`config.mk`:
```
export PLATFORM = sky130hd
export DESIGN_NAME = regfile_wb_arbiter_flat
export DESIGN_NICKNAME = d
export VERILOG_FILES = /design/src/rtl/regfile_wb_arbiter_if.sv /design/src/rtl/regfile_wb_arbiter.sv /design/src/flat_wrapper.sv
export SDC_FILE = /design/constraint.sdc
export NUM_CORES = 1
export LEC_CHECK = 0
export CAP_MARGIN = 15
export CELL_PAD_IN_SITES_DETAIL_PLACEMENT = 0
export CELL_PAD_IN_SITES_GLOBAL_PLACEMENT = 1
export CORE_ASPECT_RATIO = 0.75
export CORE_MARGIN = 2
export CORE_UTILIZATION = 30
export DETAILED_ROUTE_END_ITERATION = 10
export DONT_BUFFER_PORTS = 1
export GPL_ROUTABILITY_DRIVEN = 0
export PLACE_DENSITY_LB_ADDON = 0.1
export SLEW_MARGIN = 15
export SYNTH_ARGS = -nofsm -noshare
export SYNTH_HDL_FRONTEND = slang
export SYNTH_SLANG_ARGS = --single-unit
```
`constraint.sdc`:
```
create_clock -name clk -period 3.2 [get_ports clk]
set_clock_uncertainty 0.05 [all_clocks]
set_input_delay 0.64 -clock clk [delete_from_list [all_inputs] [get_ports clk]]
set_output_delay 0.64 -clock clk [all_outputs]
set_load 0.02 [all_outputs]
```
`src/rtl/regfile_wb_arbiter_if.sv`:
```
// Register-file write-port bundle: WB writer, multicycle result
// handshake, ID issue/source fields, stall, rf write port, scoreboard.
interface regfile_wb_arbiter_if #(
   parameter int DW = 32,
   parameter int AW = 5
);
   logic                   wb_we;
   logic [AW-1:0]          wb_wn;
   logic [DW-1:0]          wb_d;
   logic                   mu_valid;
   logic [AW-1:0]          mu_wn;
   logic [DW-1:0]          mu_d;
   logic                   mu_ready;
   logic                   iss_valid;
   logic [AW-1:0]          iss_wn;
   logic [AW-1:0]          rs;
   logic [AW-1:0]          rt;
   logic                   stall;
   logic                   rf_we;
   logic [AW-1:0]          rf_wn;
   logic [DW-1:0]          rf_d;
   logic [(1<<AW)-1:0]     busy;

   modport master (
      output wb_we, wb_wn, wb_d,
      output mu_valid, mu_wn, mu_d,
      output iss_valid, iss_wn, rs, rt,
      input  mu_ready, stall,
      input  rf_we, rf_wn, rf_d, busy
   );

   modport slave (
      input  wb_we, wb_wn, wb_d,
      input  mu_valid, mu_wn, mu_d,
      input  iss_valid, iss_wn, rs, rt,
      output mu_ready, stall,
      output rf_we, rf_wn, rf_d, busy
   );
endinterface

```
`src/rtl/regfile_wb_arbiter.sv`:
```
// Write-port arbiter + busy scoreboard for the 32x32 register file.
// Ports: clk, rst (async, active-high), bus (slave side of the
// regfile_wb_arbiter_if: WB write, mu result handshake, ID issue and
// source fields in; stall, rf_we/rf_wn/rf_d, busy out).
module regfile_wb_arbiter #(
   parameter int DW = 32,
   parameter int AW = 5
) (
   input  logic                clk,
   input  logic                rst,
   regfile_wb_arbiter_if.slave bus
);
   localparam int NR = 1 << AW;

   logic [AW-1:0] q_wn [2];
   logic [DW-1:0] q_d  [2];
   logic          rd_ptr;
   logic          wr_ptr;
   logic [1:0]    count;

   logic [NR-1:0] busy_q;
   logic [NR-1:0] set_v;
   logic [NR-1:0] clr_v;

   logic          rf_we_q;
   logic [AW-1:0] rf_wn_q;
   logic [DW-1:0] rf_d_q;

   logic          wb_go;
   logic          ready;
   logic          push;
   logic          pop;
   logic [AW-1:0] head_wn;
   logic [DW-1:0] head_d;
   logic          stall_c;

   assign wb_go   = bus.wb_we && (bus.wb_wn != '0);
   assign head_wn = q_wn[rd_ptr];
   assign head_d  = q_d[rd_ptr];
   // Ready comes from the registered count only, so a pop in the
   // same cycle never frees a slot early.
   assign ready   = (count != 2'd2);
   assign push    = bus.mu_valid && ready;
   // WB has absolute priority; an entry for r0 still pops, silently.
   assign pop     = !wb_go && (count != 2'd0);

   always_comb begin
      stall_c = 1'b0;
      if (bus.rs != '0 && busy_q[bus.rs])
         stall_c = 1'b1;
      if (bus.rt != '0 && busy_q[bus.rt])
         stall_c = 1'b1;
      if (bus.iss_valid && busy_q[bus.iss_wn])
         stall_c = 1'b1;
   end

   always_comb begin
      set_v = '0;
      clr_v = '0;
      if (pop && head_wn != '0)
         clr_v[head_wn] = 1'b1;
      if (bus.iss_valid && !stall_c && bus.iss_wn != '0)
         set_v[bus.iss_wn] = 1'b1;
   end

   always_ff @(posedge clk or posedge rst) begin
      if (rst) begin
         rf_we_q <= 1'b0;
         rf_wn_q <= '0;
         rf_d_q  <= '0;
         count   <= 2'd0;
         rd_ptr  <= 1'b0;
         wr_ptr  <= 1'b0;
         busy_q  <= '0;
      end else begin
         // Set is OR-ed after clear so a same-cycle set wins.
         busy_q <= (busy_q & ~clr_v) | set_v;
         if (wb_go) begin
            rf_we_q <= 1'b1;
            rf_wn_q <= bus.wb_wn;
            rf_d_q  <= bus.wb_d;
         end else if (pop && head_wn != '0) begin
            rf_we_q <= 1'b1;
            rf_wn_q <= head_wn;
            rf_d_q  <= head_d;
         end else begin
            rf_we_q <= 1'b0;
         end
         if (push)
            wr_ptr <= ~wr_ptr;
         if (pop)
            rd_ptr <= ~rd_ptr;
         count <= count + {1'b0, push} - {1'b0, pop};
      end
   end

   // FIFO payload needs no reset: reset empties it through count.
   always_ff @(posedge clk) begin
      if (push) begin
         q_wn[wr_ptr] <= bus.mu_wn;
         q_d[wr_ptr]  <= bus.mu_d;
      end
   end

   assign bus.mu_ready = ready;
   assign bus.stall    = stall_c;
   assign bus.rf_we    = rf_we_q;
   assign bus.rf_wn    = rf_wn_q;
   assign bus.rf_d     = rf_d_q;
   assign bus.busy     = busy_q;
endmodule

```
`src/flat_wrapper.sv`:
```
// flat-port wrapper written by rule: the top's interface ports become plain ports
module regfile_wb_arbiter_flat 
#(
   parameter int DW = 32,
   parameter int AW = 5
)
  (clk, rst, bus_wb_we, bus_wb_wn, bus_wb_d, bus_mu_valid, bus_mu_wn, bus_mu_d, bus_iss_valid, bus_iss_wn, bus_rs, bus_rt, bus_mu_ready, bus_stall, bus_rf_we, bus_rf_wn, bus_rf_d, bus_busy);
  regfile_wb_arbiter_if #(.DW(DW), .AW(AW)) bus_i ();
  input  logic clk;
  input  logic rst;
  input wire logic [$bits(bus_i.wb_we)-1:0] bus_wb_we;
  input wire logic [$bits(bus_i.wb_wn)-1:0] bus_wb_wn;
  input wire logic [$bits(bus_i.wb_d)-1:0] bus_wb_d;
  input wire logic [$bits(bus_i.mu_valid)-1:0] bus_mu_valid;
  input wire logic [$bits(bus_i.mu_wn)-1:0] bus_mu_wn;
  input wire logic [$bits(bus_i.mu_d)-1:0] bus_mu_d;
  input wire logic [$bits(bus_i.iss_valid)-1:0] bus_iss_valid;
  input wire logic [$bits(bus_i.iss_wn)-1:0] bus_iss_wn;
  input wire logic [$bits(bus_i.rs)-1:0] bus_rs;
  input wire logic [$bits(bus_i.rt)-1:0] bus_rt;
  output wire logic [$bits(bus_i.mu_ready)-1:0] bus_mu_ready;
  output wire logic [$bits(bus_i.stall)-1:0] bus_stall;
  output wire logic [$bits(bus_i.rf_we)-1:0] bus_rf_we;
  output wire logic [$bits(bus_i.rf_wn)-1:0] bus_rf_wn;
  output wire logic [$bits(bus_i.rf_d)-1:0] bus_rf_d;
  output wire logic [$bits(bus_i.busy)-1:0] bus_busy;
  assign bus_i.wb_we = bus_wb_we;
  assign bus_i.wb_wn = bus_wb_wn;
  assign bus_i.wb_d = bus_wb_d;
  assign bus_i.mu_valid = bus_mu_valid;
  assign bus_i.mu_wn = bus_mu_wn;
  assign bus_i.mu_d = bus_mu_d;
  assign bus_i.iss_valid = bus_iss_valid;
  assign bus_i.iss_wn = bus_iss_wn;
  assign bus_i.rs = bus_rs;
  assign bus_i.rt = bus_rt;
  assign bus_mu_ready = bus_i.mu_ready;
  assign bus_stall = bus_i.stall;
  assign bus_rf_we = bus_i.rf_we;
  assign bus_rf_wn = bus_i.rf_wn;
  assign bus_rf_d = bus_i.rf_d;
  assign bus_busy = bus_i.busy;
  regfile_wb_arbiter #(.DW(DW), .AW(AW)) u_core (.clk(clk), .rst(rst), .bus(bus_i));
endmodule
```
==> results.sh <==
export IMPL_status="finished, final reports clean"
export IMPL_worstMarginPinSlew_ns=0.8616
export IMPL_tritoncts="yes"
export IMPL_clock_fmax_mhz=323.3
export IMPL_min_path_type="input port to asynchronous set/reset pin"
export IMPL_drt_total_wl_um=21320
export IMPL_vias_per_cell=5.366
export IMPL_yosysSeqAreaShare_pct=56.91
export IMPL_n_fill_cell=2288
export IMPL_drtPass1Iterations=5
export IMPL_grt_use_met1_pct=24.34
export IMPL_die_h_um=137.8
export IMPL_cts_sinks=148
export IMPL_setup_violations=0
export IMPL_initial_core_util_pct=30.80
export IMPL_yosys_register_bits=148
export IMPL_die_w_um=182.4
export IMPL_synthCells=631
export IMPL_grt_max_degree=71
export IMPL_power_uw=7294
export IMPL_path_max_fanout=5
export IMPL_ant_nets=0
export IMPL_syn_area_um2=7158
export IMPL_grt_usage_pct=17.28
export IMPL_synth_distinct_cells=54
export IMPL_core_um2=23240
export IMPL_final_core_util_pct=34.89
export IMPL_pre_cts_slack_ns=0.3153
export IMPL_p_per_area_nw_per_um2=899.4
export IMPL_grt_use_met2_pct=24.64
export IMPL_grt_pass1_vias=4867
export IMPL_area_growth_pct=13.30
export IMPL_port_buffers=0
export IMPL_global_route_peak_usage_layer="met2"
export IMPL_crit_required_ns=2.51
export IMPL_grt_first_pass_wirelength_um=31480
export IMPL_clk_pin_slew_ns=0.06
export IMPL_arrival_ns=2.40
export IMPL_grt_antenna_before_repair=0
export IMPL_synth_nets=727
export IMPL_drc=0
export IMPL_grt_ovfl_total=0
export IMPL_synth_edf_count=74
export IMPL_dieArea_um2=25130
export IMPL_numCtsBuffers=17
export IMPL_crit_path_end_kind="output port"
export IMPL_min_period_ns=3.093
export IMPL_drt_initial_drc_count=341
export IMPL_relSlewSlack_pct=42.41
export IMPL_final_seq_area_um2=4088
export IMPL_cts_root_buf="clkbuf_16"
export IMPL_hpwl_um=15160
export IMPL_ir_drop_v=0.0004346
export IMPL_holdBufCountCts=0
export IMPL_finalCritPeriodShare_pct=96.65
export IMPL_fin_nets=725
export IMPL_final_layout_size_suffix_gt1_share_pct=17.00
export IMPL_row_count=48
export IMPL_syn_avg_cell_area_um2=11.34
export IMPL_htreeDepth=4
export IMPL_maxCapViolCount=0
export IMPL_insertion_delay_ns=0.43
export IMPL_io_pins=166
export IMPL_yosys_warnings=0
export IMPL_setup_ws_ns=0.1071
export IMPL_crit_type="flip-flop to output port"
export IMPL_cts_max_path_buffers=2
export IMPL_hold_viol_final=0
export IMPL_async_flop_share_pct=50.00
export IMPL_synth_ff_type="edfxtp_1"
export IMPL_routedWlPerCell_um=22.63
export IMPL_use_met3_pct=6.159
export IMPL_vias=5055
export IMPL_slew_viol_final=0
export IMPL_multi_input_area_um2=2814
export IMPL_start_kind="flip-flop"
export IMPL_cts_setup_buffers=0
export IMPL_rsz0062_at_grt="false"
export IMPL_leakage_uw=0.003077
export IMPL_finalSetupTns_ns=0
[cell usage in the layout (no fill, tap or decap), drive strengths merged, types with 2 or more instances in the layout]
cell     Yosys  routed
o21ai      136     136
nand2       88      88
edfxtp      74      74
dfrtp       74      74
mux2i       49      49
nand4       33      33
clkbuf      18      26
buf         28      25
mux2        20      20
nand3       11      11
nor2b       10      10
inv         10      10
nor2         9       9
a21oi        8       8
mux4         6       6
and3         5       5
clkinv       0       5
a221oi       5       5
a2111oi      5       5
xnor2        3       3
nor3b        3       3
and3b        3       3
a22oi        3       3
nand2b       3       3
nor3         2       2
a2bb2oi      2       2
a31oi        2       2
a211oi       2       2
or3          2       2
ha           2       2
o311ai       2       2
[per-layer routing]
layer / up-vias / part of all wire [%]
met3: 22 / 8.6
met1: 2496 / 47
li1: 2352 / -
met2: 185 / 43
met5: - / 0
met4: 0 / 1.4
[logic make-up (layout without fill, tap and decap cells)]
logic type | Yosys count | in the layout | share of synthesized area, %
and+or+nand+nor | 175 | 175 | 12.24
AOI/OAI and AO/OA | 171 | 171 | 13.63
DFF | 148 | 148 | 56.91
muxes | 75 | 75 | 12.04
buffers and inverters | 56 | 66 | 4.335
xor gates and xnor gates | 4 | 4 | 0.4895
adders and majority gates | 2 | 2 | 0.3495
other | 0 | 1 | 0
[synth_stat cells (5+ instances only)]
library cell  number  area (µm²)
nand3_1           11       55.05
dfrtp_1           74        1852
o21ai_1           50       250.2
nand4_1           33       206.5
nor2_1             8       30.03
buf_2              6       30.03
and3_1             5       31.28
nor2b_1           10       62.56
inv_1             10       37.54
a2111oi_0          5       43.79
mux2i_1           48       480.5
edfxtp_1          74        2222
clkbuf_2           5       25.02
buf_1              6       22.52
o21ai_0           86       430.4
buf_4              9       67.56
buf_6              7       78.83
nand2_1           88       330.3
clkbuf_1          13       48.80
mux2_2            16       180.2
mux4_2             6       135.1
a21oi_1            6       30.03
[cell type report]
class | count | area share (%)
Sequential cell | 148 | 50.40
Multi-Input combinational cell | 427 | 34.70
Clock buffer | 26 | 7.081
Tap cell | 300 | 4.628
Timing Repair Buffer | 25 | 2.314
Inverter | 10 | 0.4782
Clock inverter | 5 | 0.3703
Antenna cell | 1 | 0.03085
[where the power goes]
part | total, µW | switching (µW) | internal (µW) | leakage (µW)
clock network | 2000 | 767 | 1230 | 0.000303
logic | 1950 | 1200 | 746 | 0.00118
registers | 3350 | 786 | 2560 | 0.00159
total | 7290 | 2750 | 4540 | 0.00308
[worst paths after layout]
kind                               startpoint                  end  slack (ns)  cells after the start
setup / recovery           u_core.bus.busy[6]            bus_stall        0.11                      5
hold / removal                            rst  u_core.bus.rf_d[26]        0.16                      1
setup reg to reg           u_core.bus.busy[6]  u_core.bus.busy[30]        0.86                      7
hold reg to reg                 u_core.wr_ptr        u_core.wr_ptr        0.50                      1
max in group asynchronous                 rst  u_core.bus.rf_d[24]        2.09                      2
min in group clk                 bus_mu_d[28]    u_core.q_d[0][28]        0.26                      0
[worst max-delay path, cell delays in order, from the launching register on]
cell and delay [ns]:
dfrtp_1 0.55, mux4_2 0.52, nor2b_1 0.12, nor4_1 0.07, a21oi_2 0.23, or3b_4 0.48
[per-stage QoR]
| step | instance area (µm²) | hold WS, ns | std cells |
|---|---|---|---|
| global placement | 7467 | 0.4884 | 910 |
| global route | 8108 | 0.2133 | 941 |
| floorplan | 7158 | 0.4108 | 631 |
| CTS | 8074 | 0.1923 | 941 |
| finish | 8110 | 0.1569 | 942 |
| detailed placement | 7467 | 0.4900 | 910 |
[registers in the layout (all words and copies together) (netlist names), 2 cells and up]
register,flops
u_core.bus.busy,32
u_core.bus.rf_d,32
u_core.bus.rf_wn,5
u_core.count,2
u_core.q_d,64
u_core.q_wn,10
[what timing repair did]
item                       in CTS  in global routing
pin swaps                       0                  2
cloned                          0                  0
setup endpoints to repair       1                  1
gates resized for setup         1                 19
(Power assumes the default switching activity.)
